<file path="src/rtl/hr_inject_sched.sv">
// Ring injection scheduler: shares one bufferless ring slot among NREQ FIFOs, ring traffic first, then round-robin.
// Latency: deQ_o is combinational in the grant cycle; slot_o/slot_valid_o/grant_id_o register one edge later.
// Backpressure: an occupied incoming slot blocks all injection; wait counters raise starve_o so upstream can open bubbles.
module hr_inject_sched #(
  parameter int NREQ       = 4,
  parameter int WIDTH      = 144,
  parameter int STARVE_LIM = 8
) (
  input  logic                  clk,
  input  logic                  rst,
  input  logic                  slot_valid_i,
  input  logic [WIDTH-1:0]      slot_i,
  input  logic [NREQ-1:0]       req_i,
  input  logic [NREQ*WIDTH-1:0] flit_i,
  output logic [NREQ-1:0]       deQ_o,
  output logic                  slot_valid_o,
  output logic [WIDTH-1:0]      slot_o,
  output logic [2:0]            grant_id_o,
  output logic                  starve_o
);

  localparam int              PW     = $clog2(NREQ);
  localparam logic [PW:0]     NREQ_W = (PW+1)'(NREQ);
  localparam logic [PW-1:0]   LAST   = PW'(NREQ - 1);
  localparam logic [7:0]      LIM    = 8'(STARVE_LIM);

  logic [PW-1:0]    ptr;
  logic [7:0]       wait_cnt [NREQ];
  logic             grant_vld;
  logic [PW-1:0]    grant_idx;
  logic [PW:0]      scan_idx;
  logic [WIDTH-1:0] grant_flit;

  // Round-robin search: first requester at or after ptr, wrapping modulo NREQ.
  always_comb begin
    grant_vld = 1'b0;
    grant_idx = '0;
    scan_idx  = '0;
    for (int i = 0; i < NREQ; i++) begin
      scan_idx = {1'b0, ptr} + (PW+1)'(i);
      if (scan_idx >= NREQ_W) begin
        scan_idx = scan_idx - NREQ_W;
      end
      if (!grant_vld && req_i[scan_idx[PW-1:0]]) begin
        grant_vld = 1'b1;
        grant_idx = scan_idx[PW-1:0];
      end
    end
  end

  // Select the granted FIFO's head flit.
  always_comb begin
    grant_flit = '0;
    for (int k = 0; k < NREQ; k++) begin
      if (grant_idx == PW'(k)) begin
        grant_flit = flit_i[k*WIDTH +: WIDTH];
      end
    end
  end

  // Pop strobe: only when the ring slot is free, never during reset, at most one-hot.
  always_comb begin
    deQ_o = '0;
    if (!rst && !slot_valid_i && grant_vld) begin
      deQ_o[grant_idx] = 1'b1;
    end
  end

  // Output slot register: passthrough beats inject; idle drives an empty, zeroed slot.
  always_ff @(posedge clk or posedge rst) begin
    if (rst) begin
      slot_valid_o <= 1'b0;
      slot_o       <= '0;
      grant_id_o   <= '0;
      ptr          <= '0;
    end else if (slot_valid_i) begin
      slot_valid_o <= 1'b1;
      slot_o       <= slot_i;
    end else if (grant_vld) begin
      slot_valid_o <= 1'b1;
      slot_o       <= grant_flit;
      grant_id_o   <= 3'(grant_idx);
      ptr          <= (grant_idx == LAST) ? '0 : grant_idx + 1'b1;
    end else begin
      slot_valid_o <= 1'b0;
      slot_o       <= '0;
    end
  end

  // Per-requester blocked-cycle counters, cleared when idle or served, saturating at 255.
  always_ff @(posedge clk or posedge rst) begin
    if (rst) begin
      for (int k = 0; k < NREQ; k++) begin
        wait_cnt[k] <= '0;
      end
    end else begin
      for (int k = 0; k < NREQ; k++) begin
        if (!req_i[k] || deQ_o[k]) begin
          wait_cnt[k] <= '0;
        end else if (wait_cnt[k] != 8'hFF) begin
          wait_cnt[k] <= wait_cnt[k] + 8'd1;
        end
      end
    end
  end

  // Starvation flag decoded only from registered counters, so it cannot glitch on input changes.
  always_comb begin
    starve_o = 1'b0;
    for (int k = 0; k < NREQ; k++) begin
      if (wait_cnt[k] >= LIM) begin
        starve_o = 1'b1;
      end
    end
  end

endmodule

</file>
<file path="config.mk">
export PLATFORM = sky130hd
export DESIGN_NAME = hr_inject_sched
export DESIGN_NICKNAME = d
export VERILOG_FILES = /design/src/rtl/hr_inject_sched.sv
export SDC_FILE = /design/constraint.sdc
export NUM_CORES = 1
export LEC_CHECK = 0
export CAP_MARGIN = 5
export CORE_AREA = 2 2 341 343
export DETAILED_ROUTE_END_ITERATION = 7
export DIE_AREA = 0 0 343 345
export GPL_ROUTABILITY_DRIVEN = 0
export MAX_ROUTING_LAYER = met4
export RECOVER_POWER = 25
export SYNTH_ARGS = -nofsm -noshare
export SYNTH_HDL_FRONTEND = slang
export SYNTH_SLANG_ARGS = --single-unit
</file>
<file path="constraint.sdc">
create_clock -name clk -period 7.7 [get_ports clk]
set_clock_uncertainty 0.1 [all_clocks]
set_input_delay 1.54 -clock clk [delete_from_list [all_inputs] [get_ports clk]]
set_output_delay 1.54 -clock clk [all_outputs]
set_load 0.02 [all_outputs]
</file>
==> results.toml <==
[final_layout]
syn_to_final_growth_pct = 109
fin_util = 0.185
layout.cells.most_common = "clkdlybuf4s50_1"
layout.cells.non_filler = 3446
finalNetCount = 2618
layout_common_cells = "clkdlybuf4s50_1, dfrtp_1, nand2_1"
drive_above_1_share = 0.0381

[critical_path]
r2r_setup_slack_ns = 4.11
cp_cell_sequence = "dlygate4sd3_1 -> or4_4 -> and4_1 -> ha_1 -> inv_6 -> nor3_1 -> clkdlybuf4s50_1"
cp_slowest_cell = "dlygate4sd3_1"
endpoint_kind = "output pin"
start_kind = "primary input"
crit_path_max_fanout = 30
path_class = "in -> out"
required_ns = 6.06
crit_arrival_ns = 4.38
critPathMaxStageDelay_ns = 0.70

[floorplanning]
dieArea_um2 = 118000
die_y_um = 345
io_pins = 880
coreArea_um2 = 115000
initial_core_util = 0.0888
rows = 125
die_w_um = 343

[drt]
ant_nets = 0
initialDrtViolationCount = 1233
drc = 0
firstDrtPassIters = 5
drt-total-wl_um = 87600
drt-wirelength-per-cell_um = 25.4
num_vias = 13400
viasPerCell = 3.90

[job]
cap_violations = 1

[global_route]
grt_pass1_wl_um = 114000
grtUsageTotal = 0.146
gr-total-overflow = 0
antenna_found_initial = 51
grt_max_degree = 98
grt_pass1_vias = 13200

[power]
p_leak_nw = 7.63
cellPowerDensity_nw_per_um2 = 253
ir_worst_vdd_uv = 178

[clock_tree]
clk_latency_ns = 0.50
cts_repair_resize_count = 0
cts_setup_buffers = 0
htreeDepth = 4
cts_tree = "built"
clockBufferDepth = 2
clk_pin_slew_ns = 0.07
cts_sinks = 181
clockRootBuffer = "clkbuf_16"
cts_hold_repair.buffers = 0
numCtsBuffers = 17

[outcome]
outcome = "finished with violations"
violations = "capacitance limit, slew limit"

[synthesis]
seq_area_frac_synth = 0.443
synth_nets = 1828
syn_avg_cell_area_um2 = 9.39
ys_warn_count = 0
synth-async-reset-ratio = 1.00
synth_edf_count = 0
synth_cell_types = 47
synth_seq_cells = 181
syn_inst = 1089
syn-cell-area_um2 = 10200
synth-main-ff-cell = "dfrtp_1"

[sta]
slew_violations = 96
finalSetupViolCount = 0
fmax_mhz = 166
post-route-min-period_ns = 6.02
finalSetupTns_ns = 0
rsz0062_at_grt = "no"
report.final.hold_viol_count = 0
worstMarginPinSlew_ns = 4.18
slew_headroom = -1.78
finalCritPeriodShare = 0.782

[placement]
io_buffers = 878
dp.cells = 3384
hpwl_um = 71300

[min_path]
hold_path_class = "reg -> reg"
-- cell families (layout without fill, tap and decap cells) --
kind of cell             after synthesis  in the layout  synth area share
other                                  1             31          0.000367
buffers and inverters                138            941            0.0575
multiplexers                          10             10            0.0100
flip-flops                           181            181             0.443
AO/OA/AOI/OAI                        483            483             0.352
AND/OR/NAND/NOR                      264            264             0.123
adder cells (fa/ha/maj)               12             12            0.0147
-- synth_stat cells (5+ instances only) --
cell type / n / area (um2)
a211oi_1: 8 / 60.1
a21oi_1: 18 / 90.1
a221oi_1: 144 / 1260
and3_1: 5 / 31.3
and4_1: 5 / 43.8
buf_1: 7 / 26.3
buf_2: 17 / 85.1
buf_4: 9 / 67.6
clkbuf_1: 91 / 342
dfrtp_1: 181 / 4530
ha_1: 12 / 150
inv_1: 11 / 41.3
mux2i_1: 8 / 80.1
nand2_1: 157 / 589
nand2b_1: 6 / 37.5
nand3_1: 25 / 125
nand3b_1: 8 / 60.1
nor2_1: 7 / 26.3
nor3_1: 20 / 100
nor3b_1: 7 / 52.6
nor4_1: 6 / 37.5
o22ai_1: 143 / 895
o31ai_1: 144 / 1080
-- final cells by class --
type	count	area, um2
multi-input cells	770	5150
clock inverters	13	133
repair buffers	897	9020
diodes	30	75.1
inverters	12	50.0
well taps	1524	1910
clock buffers	19	453
fillers	12700	93800
flip-flops and latches	181	4530
-- flip-flops by register name, summed over array words and instances (netlist names) --
| register | count |
|---|---|
| slot_valid_o | 1 |
| wait_cnt | 32 |
| slot_o | 144 |
| grant_id_o | 2 |
| ptr | 2 |
-- report_power, final --
part | switching (mW) | total (mW) | internal, mW
clock network | 0.516 | 0.965 | 0.449
logic | 1.86 | 3.12 | 1.26
registers | 0.119 | 1.31 | 1.19
total | 2.49 | 5.40 | 2.90
-- critical path, delay by kind of cell --
family        cells  cell delay, ns
buf+inv           3            1.55
fa+ha+maj         1            0.30
simple gates      3            0.99
-- stage by stage --
step                      worst slack (ns)  hold WS (ns)  instance area (um2)  power [mW]
final                                 1.68         0.410                21300        5.40
after global routing                  1.13         0.436                21300        5.70
after CTS                             1.73         0.406                21200        5.52
after detailed placement              1.73         0.396                20700        4.50
after global placement                1.76         0.384                20700        4.48
after floorplan                      0.973         0.351                10200        2.73
-- path summary, 6_finish.rpt --
kind                             start  cells after the start           to
min in group asynchronous          rst                      2    slot_o[6]
min reg2reg                wait_cnt[6]                      1  wait_cnt[6]
max in group asynchronous          rst                      2   slot_o[40]
max                           req_i[0]                      7     deQ_o[3]
min                        wait_cnt[6]                      1  wait_cnt[6]
max reg2reg                     ptr[1]                      8    slot_o[9]
-- layer usage --
| layer | vias up | track usage | routed length [um] |
|---|---|---|---|
| li1 | 6006 | - | - |
| met1 | 6534 | 0.175 | 36300 |
| met2 | 833 | 0.222 | 39300 |
| met3 | 54 | 0.0691 | 10800 |
| met4 | 0 | 0.0274 | 1120 |
| met5 | - | - | 0 |
Note: power is estimated with default switching activity, not from simulation.
